$ cat config.mk
export PLATFORM = sky130hd
export DESIGN_NAME = branch_cond_pipe
export DESIGN_NICKNAME = d
export VERILOG_FILES = /design/src/rtl/branch_cond_pipe.sv
export SDC_FILE = /design/constraint.sdc
export NUM_CORES = 1
export LEC_CHECK = 0
export BUFFER_PORTS_ARGS = -buffer_cell sky130_fd_sc_hd__buf_4
export CORE_MARGIN = 5
export CORE_UTILIZATION = 40
export CTS_CLUSTER_DIAMETER = 200
export CTS_CLUSTER_SIZE = 16
export DETAILED_ROUTE_END_ITERATION = 8
export PLACE_DENSITY = 0.73
export SKIP_LAST_GASP = 1
export SYNTH_ARGS = -nofsm -noshare
export SYNTH_HDL_FRONTEND = slang
export SYNTH_SLANG_ARGS = --single-unit
$ cat constraint.sdc
create_clock -name clk -period 4.5 [get_ports clk]
set_clock_uncertainty 0.05 [all_clocks]
set_input_delay 0.225 -clock clk [delete_from_list [all_inputs] [get_ports clk]]
set_output_delay 0.225 -clock clk [all_outputs]
set_load 0.03 [all_outputs]
$ cat src/rtl/branch_cond_pipe.sv
// branch_cond_pipe: two-stage valid/ready branch-condition unit.
// Stage 1 subtracts the operands and registers the N/Z/C/V flags.
// Stage 2 evaluates the condition code against those flags and
// registers the taken/illegal result.
// Optional: define BRANCH_COND_PERF_EN to add saturating perf counters
// (perf_total, perf_taken) that count output handshakes.
module branch_cond_pipe #(
  parameter int WIDTH = 32,
  parameter int TAG_W = 4,
  parameter int CNT_W = 16
) (
  input  logic             clk,
  input  logic             rst_n,
  input  logic             flush,
  input  logic             in_valid,
  output logic             in_ready,
  input  logic [WIDTH-1:0] in_a,
  input  logic [WIDTH-1:0] in_b,
  input  logic [2:0]       in_cond,
  input  logic [TAG_W-1:0] in_tag,
  output logic             out_valid,
  input  logic             out_ready,
  output logic             out_taken,
  output logic             out_illegal,
  output logic [TAG_W-1:0] out_tag
`ifdef BRANCH_COND_PERF_EN
  ,
  output logic [CNT_W-1:0] perf_taken,
  output logic [CNT_W-1:0] perf_total
`endif
);

  // Elaboration-time sanity on the parameters.
  if (WIDTH < 2) begin : g_bad_width
    $error("branch_cond_pipe: WIDTH must be >= 2");
  end
  if (CNT_W < 1) begin : g_bad_cnt
    $error("branch_cond_pipe: CNT_W must be >= 1");
  end

  // Stage-1 payload: flags plus the fields stage 2 still needs.
  typedef struct packed {
    logic             n;
    logic             z;
    logic             c;
    logic             v;
    logic [2:0]       cond;
    logic [TAG_W-1:0] tag;
  } s1_t;

  logic [2:1]   r_vld;
  s1_t          r_s1;
  s1_t          w_s1;
  logic [WIDTH:0] w_sum;
  logic         w_s1_adv;
  logic         w_s2_adv;
  logic         w_lt;
  logic         w_taken;
  logic         w_illegal;

  assign w_s2_adv  = !r_vld[2] | out_ready;
  assign w_s1_adv  = !r_vld[1] | w_s2_adv;
  assign in_ready  = w_s1_adv;
  assign out_valid = r_vld[2];

  // a - b as a + ~b + 1; the extra bit is the no-borrow carry.
  assign w_sum = {1'b0, in_a} + {1'b0, ~in_b} + {{WIDTH{1'b0}}, 1'b1};

  // Flag derivation for the incoming operation.
  always_comb begin
    w_s1      = '0;
    w_s1.n    = w_sum[WIDTH-1];
    w_s1.z    = (w_sum[WIDTH-1:0] == '0);
    w_s1.c    = w_sum[WIDTH];
    w_s1.v    = (in_a[WIDTH-1] != in_b[WIDTH-1]) & (w_sum[WIDTH-1] != in_a[WIDTH-1]);
    w_s1.cond = in_cond;
    w_s1.tag  = in_tag;
  end

  // Condition evaluation from the registered flags.
  always_comb begin
    w_lt      = r_s1.n ^ r_s1.v;
    w_taken   = 1'b0;
    w_illegal = 1'b0;
    case (r_s1.cond)
      3'b000:  w_taken = r_s1.z;
      3'b001:  w_taken = ~r_s1.z;
      3'b100:  w_taken = w_lt;
      3'b101:  w_taken = ~w_lt;
      3'b110:  w_taken = ~r_s1.c;
      3'b111:  w_taken = r_s1.c;
      default: w_illegal = 1'b1;
    endcase
  end

  // Valid bits; flush wins over any advance.
  always_ff @(posedge clk or negedge rst_n) begin
    if (!rst_n) begin
      r_vld <= '0;
    end else if (flush) begin
      r_vld <= '0;
    end else begin
      if (w_s1_adv) r_vld[1] <= in_valid;
      if (w_s2_adv) r_vld[2] <= r_vld[1];
    end
  end

  // Stage-1 payload loads only with a real accept.
  always_ff @(posedge clk or negedge rst_n) begin
    if (!rst_n)                    r_s1 <= '0;
    else if (w_s1_adv && in_valid) r_s1 <= w_s1;
  end

  // Output registers hold while the consumer stalls.
  always_ff @(posedge clk or negedge rst_n) begin
    if (!rst_n) begin
      out_taken   <= 1'b0;
      out_illegal <= 1'b0;
      out_tag     <= '0;
    end else if (w_s2_adv && r_vld[1]) begin
      out_taken   <= w_taken;
      out_illegal <= w_illegal;
      out_tag     <= r_s1.tag;
    end
  end

`ifdef BRANCH_COND_PERF_EN
  logic w_out_xfer;
  assign w_out_xfer = out_valid & out_ready & ~flush;

  // Saturating handshake counters; flushed work never counts.
  always_ff @(posedge clk or negedge rst_n) begin
    if (!rst_n) begin
      perf_total <= '0;
      perf_taken <= '0;
    end else if (w_out_xfer) begin
      if (perf_total != '1)              perf_total <= perf_total + 1'b1;
      if (out_taken && perf_taken != '1) perf_taken <= perf_taken + 1'b1;
    end
  end
`endif

endmodule

==> flow_summary.yaml, run 1 <==
status:
  status: "finished clean"
final_layout:
  design_area_mm2: 0.00373
  layout_commonest_cell: "buf_4"
  diodes: 0
  final_util_pct: 51.2
  area_growth_pct: 24.5
  nNetsFinal: 591
  layout_common_cells: "83 x buf_4, 47 x a21oi_1, 43 x inv_1, 39 x nand2_1, 32 x ha_1"
  drive_above_1_share_pct: 22.2
cts:
  cts.sinks: 19
  clk_pin_slew_ns: 0.07
  clockBufferDepth: 2
  clk_latency_ns: 0.26
  cts.htree.levels: 1
  root_buffer: "clkbuf_8"
  numCtsBuffers: 3
  tritoncts: "yes"
  cts_setup_buffers: 0
floorplan:
  ios: 84
  die_h_um: 96.6
  die_area_mm2: 0.00933
  core_mm2: 0.00729
  rows: 31
  initial_core_util_pct: 41.1
  die-width_um: 96.6
critical_path:
  crit_path_max_incr_delay_ns: 0.42
  r2r_end: "r_s1[9]"
  rrSetupSlack_ns: 2.17
  cp_slowest_cell: "fa_1"
  worst_setup_path_end_kind: "flop"
  crit_type: "input pin to flop"
  rr_worst_depth: 9
  r2r-start: "r_vld[2]"
  crit_path_start_kind: "input pin"
  crit_fanout: 4
  crit_chain: "buf_4 > inv_1 > ha_1 > fa_1 > nand2b_1 > a21oi_1 > o31ai_1 > a21oi_1 > a31o_2 > mux2i_1 > o2111ai_1 > nor4_1 > o2111ai_1 > nand2_1"
  arrival_ns: 3.00
  critPathRequiredTime_ns: 4.65
sta:
  fin_tns_setup_ns: 0
  setup_viol: 0
  max_slew.worst_pin.slew_ns: 0.620
  hold_ws_ns: 0.0786
  max_slew_margin_pct: 58.1
  clock.fmax_mhz: 351
  rsz0062_at_grt: "no"
  slew_violations: 0
  hold_viol_final: 0
  period_needed_ns: 2.85
  fin_crit_sh_pct: 63.3
synth:
  synth_cells: 410
  synth_fp_nets: 519
  postSynthAreaPerCell_um2: 7.31
  ys_warn_count: 0
  ys_seq_area_share_pct: 15.9
  synth-edff-count: 0
  synth.distinct_cells: 58
  yosys.area.top_type: "dfrtp_1"
  synth_top_area_share_pct: 15.9
  syn-cell-area_mm2: 0.00300
  synth_seq_cells: 19
  async_flop_share_pct: 100
  ys_top_cells_by_area: "dfrtp_1 16%, ha_1 13%, a21oi_1 7.8%"
  ys.flop_type: "dfrtp_1"
hold_path:
  min_to: "r_vld[2]"
  holdCritPathClass: "input pin to flop"
  hp-start: "flush"
  min_path_cells: 2
grt:
  grt_use_met3_pct: 1.24
  grt_busiest_layer: "met2"
  grt_pass1_wl_mm: 13.1
  met1_usage_pct: 23.1
  antenna_found_initial: 0
  grt_overflow: 0
  use_met2_pct: 29.2
  grt_pass1_vias: 2967
  grt_max_degree: 20
  track_usage_pct: 16.9
routing:
  firstDrtPassIters: 4
  drt_iter0_markers: 158
  wl_per_cell_um: 13.7
  wl_mm: 7.97
  vias_per_cell: 5.44
  drc_errors: 0
  num_vias: 3153
  antenna_left: 0
pwr:
  leakage_nw: 1.83
  vdd.ir_drop.worst_v: 0.000110
  powerDensity_mw_per_mm2: 211
  power_mw: 0.788
placement:
  dp_hpwl_mm: 6.67
  placed_cell_area_mm2: 0.00368
  io_buffers: 83
  gp_congestion: 0.836
job:
  drv_cap: 0
==> kinds of logic (layout without fill, tap and decap cells) <==
family | Yosys count | in the layout | synth area share, %
compound gates | 142 | 142 | 31.0
flops | 19 | 19 | 15.9
buf+inv | 60 | 131 | 7.68
mux | 15 | 15 | 5.51
simple gates | 122 | 122 | 20.4
fa+ha+maj | 33 | 33 | 14.0
xor+xnor | 19 | 19 | 5.55
==> power by group <==
part | switching, mW | internal, mW
Clock | 0.0586 | 0.0616
Combinational | 0.250 | 0.209
Sequential | 0.0141 | 0.194
Total | 0.323 | 0.465
==> stage by stage <==
step	setup WS (ns)	instances
after floorplan	1.88	410
after global placement	1.50	575
after detailed placement	1.42	575
after CTS	1.68	580
after global routing	1.38	580
final	1.65	580
==> layout make-up <==
type | instances | area [µm²]
clock buffers | 3 | 41.3
inverters | 43 | 161
well taps | 99 | 124
clock inverters | 1 | 5.00
flip-flops and latches | 19 | 475
repair buffers | 84 | 633
multi-input cells | 331 | 2290
fillers | 740 | 3560
==> worst max-delay path by stage <==
stage	start	to	slack, ns	cells past startpoint
CTS	in_a[0]	r_s1[9]	1.68	14
finish	in_a[0]	r_s1[9]	1.65	14
global placement	in_a[0]	r_s1[9]	1.50	14
global route	in_a[0]	r_s1[9]	1.38	14
detailed placement	in_a[0]	r_s1[9]	1.42	14
floorplan	in_a[0]	r_s1[9]	1.88	13
==> repair_timing <==
action,in CTS,in global routing
hold buffers,1,0
endpoints found under the hold margin,19,0
gates resized for setup,0,0
==> metal layers <==
| metal | share of wire (%) | wire, µm |
|---|---|---|
| met5 | 0 | 0 |
| met4 | 0.94 | 75 |
| met3 | 5.9 | 470 |
| met2 | 46 | 3640 |
| met1 | 48 | 3790 |
==> worst max-delay path: cells and delay by family <==
kind | cells | cell delay, ns
simple gates | 3 | 0.55
fa+ha+maj | 2 | 0.63
buf+inv | 2 | 0.11
mux | 1 | 0.20
compound gates | 6 | 1.28
==> state kept, by name, indices dropped and copies added (netlist names) <==
name	count
out_taken	1
out_tag	4
r_vld	2
r_s1	11
out_illegal	1
==> cell usage after synthesis, drive strengths merged (2+ instances only) <==
| cell type | number |
|---|---|
| nand2 | 39 |
| mux2 | 12 |
| a31o | 2 |
| o211ai | 5 |
| o21a | 8 |
| mux2i | 3 |
| o311ai | 2 |
| and4 | 3 |
| o21bai | 5 |
| and3 | 5 |
| xor2 | 8 |
| or3 | 4 |
| a21oi | 49 |
| o2111ai | 7 |
| nor4 | 5 |
| o21ai | 26 |
| inv | 43 |
| nand4 | 7 |
| dfrtp | 19 |
| nor3 | 8 |
| a41oi | 2 |
| xnor2 | 11 |
| ha | 32 |
| a21boi | 3 |
| a41o | 2 |
| clkbuf | 15 |
| buf | 2 |
| nand2b | 7 |
| nor2 | 23 |
| nand3 | 9 |
| o31ai | 5 |
| a211oi | 3 |
| a2111oi | 2 |
| and2 | 2 |
| a21o | 11 |
| a31oi | 3 |
| nor2b | 4 |
No activity file was read; power rests on OpenSTA's default activity.
==> inputs of run 2 (changes only) <==
==> constraint.sdc (replaced) <==
create_clock -name clk -period 2.81 [get_ports clk]
set_clock_uncertainty 0.05 [all_clocks]
set_input_delay 0.1405 -clock clk [delete_from_list [all_inputs] [get_ports clk]]
set_output_delay 0.1405 -clock clk [all_outputs]
set_load 0.03 [all_outputs]
==> flow_summary.yaml, run 2 (synthesis results as in run 1) <==
pwr:
  power_mw: 1.31
  leakage_nw: 1.97
  vdd.ir_drop.worst_v: 0.000172
  powerDensity_mw_per_mm2: 330
routing:
  drc_errors: 0
  drt_iter0_markers: 120
  firstDrtPassIters: 5
  num_vias: 3317
  vias_per_cell: 5.43
  wl_per_cell_um: 13.6
  wl_mm: 8.29
  antenna_left: 0
critical_path:
  cp_slowest_cell: "or3b_4"
  crit_fanout: 5
  rrSetupSlack_ns: 0.86
  crit_path_max_incr_delay_ns: 0.41
  crit_path_start_kind: "input pin"
  worst_setup_path_end_kind: "flop"
  path_buf_inv: 1
  critPathRequiredTime_ns: 2.96
  critPathTopFamily: "simple AND/OR/NAND/NOR gates"
  arrival_ns: 2.69
  path_common_cell: "a21oi_2"
  crit_type: "input pin to flop"
  crit_chain: "buf_4 > ha_1 > o211ai_1 > a21oi_2 > or3b_4 > a21oi_2 > o21ai_1 > or3_1 > a2111oi_2 > and4b_1 > o2111ai_1 > nand2_1"
grt:
  grt_pass1_vias: 3080
  track_usage_pct: 17.4
  grt_overflow: 0
  grt_pass1_wl_mm: 13.2
  antenna_found_initial: 0
  grt_max_degree: 20
final_layout:
  final_cell_count_no_fill: 611
  drive_above_1_share_pct: 26.8
  area_growth_pct: 32.4
  largest_register: "r_s1"
  diodes: 0
  nNetsFinal: 622
  largestRegisters: "r_s1 x11, out_tag x4, r_vld x2"
  layout_common_cells: "113 x buf_4, 46 x a21oi_1, 43 x inv_1, 39 x nand2_1, 32 x ha_1"
  largest_register_ffs: 11
  layout_commonest_cell: "buf_4"
sta:
  period_needed_ns: 2.54
  fin_tns_setup_ns: 0
  hold_ws_ns: 0.0626
  rsz0062_at_grt: "no"
  max_slew.worst_pin.slew_ns: 0.511
  max_slew_margin_pct: 65.4
  hold_viol_final: 0
  slew_violations: 0
  setup_slack_ns: 0.271
  fin_crit_sh_pct: 90.3
  clock.fmax_mhz: 394
  setup_viol: 0
cts:
  clk_pin_slew_ns: 0.07
  root_buffer: "clkbuf_8"
  cts.htree.levels: 1
  clk_latency_ns: 0.25
  numCtsBuffers: 3
  cts.sinks: 19
  clockBufferDepth: 2
  tritoncts: "yes"
hold_path:
  holdCritPathClass: "input pin to flop"
floorplan:
  initial_core_util_pct: 41.1
  die-width_um: 96.6
  ios: 84
  die_h_um: 96.6
  die_area_mm2: 0.00933
  rows: 31
  core_mm2: 0.00729
placement:
  pre_cts_ws_ns: -0.123
  gp_congestion: 0.939
  dp_hpwl_mm: 7.12
  io_buffers: 83
  dp_cells: 605
job:
  drv_cap: 0
status:
  status: "finished clean"
[run 2: worst paths after layout]
path | startpoint | endpoint | depth (start not counted)
setup / recovery | in_a[3] | r_s1[9] | 12
hold / removal | in_cond[1] | r_s1[5] | 2
setup reg to reg | r_vld[2] | r_s1[9] | 9
hold reg to reg | out_taken | out_taken | 2
max in group asynchronous | rst_n | r_s1[2] | 2
min in group asynchronous | rst_n | out_illegal | 2
[run 2: layout make-up]
class                           instances  area, µm²
Clock buffer                            4       45.0
Multi-Input combinational cell        331       2300
Timing Repair Buffer                  115        868
Inverter                               43        161
Fill cell                             737       3320
Tap cell                               99        124
Sequential cell                        19        475
[run 2: routing by layer]
metal | GRT usage [%] | routed length, µm | vias to the layer above
met2 | 29.5 | 3820 | 92
met4 | 6.54 | 198 | 0
met5 | 0 | 0 | -
li1 | - | - | 1698
met3 | 0.930 | 400 | 15
met1 | 23.2 | 3870 | 1512
[run 2: timing repair]
item,CTS,global route
gates resized for setup,0,1
endpoints found under the setup margin,0,1
buffers inserted,0,0
hold buffers,2,0
hold endpoints to repair,21,0
[run 2: report_power, final]
part	switching, mW	leakage [nW]	internal, mW
Sequential	0.0222	0.231	0.311
Combinational	0.414	1.72	0.376
Clock	0.0857	0.0228	0.101
Total	0.522	1.97	0.788
[run 2: per-stage QoR]
stage / util (%) / cell area (µm²)
5_1_grt: 54.5 / 3970
3_5_place_dp: 53.5 / 3900
3_3_place_gp: 53.5 / 3900
6_report: 54.5 / 3970
4_1_cts: 54.4 / 3970
2_1_floorplan: - / 3000
==> inputs of run 3 (changes only) <==
--- a/config.mk
+++ b/config.mk
@@ -6,12 +6,15 @@
 export NUM_CORES = 1
 export LEC_CHECK = 0
 export BUFFER_PORTS_ARGS = -buffer_cell sky130_fd_sc_hd__buf_4
+export CELL_PAD_IN_SITES_DETAIL_PLACEMENT = 0
+export CELL_PAD_IN_SITES_GLOBAL_PLACEMENT = 1
 export CORE_MARGIN = 5
-export CORE_UTILIZATION = 40
+export CORE_UTILIZATION = 38
 export CTS_CLUSTER_DIAMETER = 200
 export CTS_CLUSTER_SIZE = 16
 export DETAILED_ROUTE_END_ITERATION = 8
-export PLACE_DENSITY = 0.73
+export PLACE_DENSITY = 0.91
+export REMOVE_ABC_BUFFERS = 1
 export SKIP_LAST_GASP = 1
 export SYNTH_ARGS = -nofsm -noshare
 export SYNTH_HDL_FRONTEND = slang
==> flow_summary.yaml, run 3 (synthesis results as in run 1) <==
job:
  drv_cap: 0
grt:
  grt_pass1_wl_mm: 13.8
  grt_max_degree: 20
  track_usage_pct: 16.2
  grt_pass1_vias: 3147
  antenna_found_initial: 0
  grt_overflow: 0
sta:
  hold_viol_final: 0
  rsz0062_at_grt: "no"
  clock.fmax_mhz: 383
  max_slew.worst_pin.slew_ns: 0.517
  setup_slack_ns: 0.202
  setup_viol: 0
  period_needed_ns: 2.61
  max_slew_margin_pct: 65.1
  slew_violations: 0
  fin_crit_sh_pct: 92.8
cts:
  clockBufferDepth: 2
  tritoncts: "yes"
  clk_pin_slew_ns: 0.07
  cts.htree.levels: 1
  cts.sinks: 19
  clk_latency_ns: 0.26
  numCtsBuffers: 3
  root_buffer: "clkbuf_8"
  cts_setup_buffers: 0
critical_path:
  path_buf_inv: 1
  critPathTopFamily: "simple AND/OR/NAND/NOR gates"
  critPathRequiredTime_ns: 2.96
  path_common_cell: "a21oi_2"
  critPathLaunch: "in_a[3]"
  worst_setup_path_end_kind: "flop"
  crit_path_start_kind: "input pin"
  crit_chain: "buf_4 > ha_1 > o211ai_1 > a21oi_2 > or3b_4 > a21oi_2 > o21ai_1 > or3_1 > a2111oi_4 > and4b_1 > o2111ai_1 > nand2_1"
  arrival_ns: 2.76
  crit_type: "input pin to flop"
  r2r-start: "r_vld[2]"
  crit_fanout: 5
  crit_path_max_incr_delay_ns: 0.41
  cp_slowest_cell: "or3b_4"
placement:
  dp_hpwl_mm: 7.02
  pre_cts_ws_ns: -0.127
  dp_cells: 604
  gp_congestion: 0.887
  io_buffers: 83
floorplan:
  core_mm2: 0.00773
  die_area_mm2: 0.00977
  die-width_um: 98.8
  rows: 32
  die_h_um: 98.8
  ios: 84
  initial_core_util_pct: 38.8
final_layout:
  largest_register: "r_s1"
  area_growth_pct: 32.6
  layout_common_cells: "109 x buf_4, 46 x a21oi_1, 43 x inv_1, 39 x nand2_1, 32 x ha_1"
  final_cell_count_no_fill: 610
  layout_commonest_cell: "buf_4"
  nNetsFinal: 618
  diodes: 0
  drive_above_1_share_pct: 27.0
  largest_register_ffs: 11
  largestRegisters: "r_s1 x11, out_tag x4, r_vld x2"
routing:
  firstDrtPassIters: 5
  vias_per_cell: 5.31
  drt_iter0_markers: 146
  wl_mm: 8.32
  num_vias: 3242
  antenna_left: 0
  wl_per_cell_um: 13.6
  drc_errors: 0
pwr:
  powerDensity_mw_per_mm2: 332
  leakage_nw: 1.96
  vdd.ir_drop.worst_v: 0.000177
status:
  status: "finished clean"
hold_path:
  hp-start: "in_tag[2]"
  holdCritPathClass: "input pin to flop"
run 3: changes by cell type in the layout (fill, tap and decap cells not counted), sizes merged:
| cell | before | now |
|---|---|---|
| clkinv | 0 | 1 |
| clkbuf | 4 | 3 |
| buf | 113 | 109 |
run 3: metrics by stage:
step / util, % / total power [mW] / hold WS, ns / instance area (µm²) / setup TNS [ns]
floorplan: - / 0.837 / -0.205 / 2930 / 0
global placement: 50.2 / 1.10 / -0.0303 / 3880 / 0
detailed placement: 50.2 / 1.12 / -0.0267 / 3880 / -0.127
CTS: 51.0 / 1.31 / 0.0622 / 3940 / 0
global route: 51.5 / 1.43 / 0.0648 / 3980 / 0
finish: 51.5 / 1.32 / 0.0651 / 3980 / 0
run 3: area by class of cell:
cell class,instances,area [µm²]
timing repair buffer,111,838
clock inverter,1,5.00
sequential,19,475
fill,775,3750
multi-input combinational,331,2330
inverter,43,161
tap,102,128
clock buffer,3,41.3
run 3: timing repair:
action	CTS	global route
hold buffers	2	0
gates resized for setup	0	6
endpoints found under the setup margin	0	1
endpoints found under the hold margin	21	0
run 3: power breakdown:
group | switching, mW | internal, mW
combinational | 0.422 | 0.376
sequential | 0.0229 | 0.311
clock | 0.0880 | 0.0986
run 3: path summary, 6_finish.rpt:
check | to | slack (ns) | depth (start not counted)
setup reg to reg | r_s1[9] | 0.87 | 9
hold reg to reg | out_illegal | 0.44 | 2
min in group asynchronous | out_illegal | 0.23 | 2
setup / recovery | r_s1[9] | 0.20 | 12
hold / removal | r_s1[2] | 0.07 | 2
max in group asynchronous | out_tag[0] | 2.28 | 2
run 3: layer usage:
layer / vias up / part of all wire [%] / GRT usage (%)
met5: - / 0 / 0
met4: 0 / 0.99 / 2.42
met3: 7 / 4.2 / 1.49
met2: 77 / 47 / 28.1
met1: 1466 / 48 / 22.3
li1: 1692 / - / -
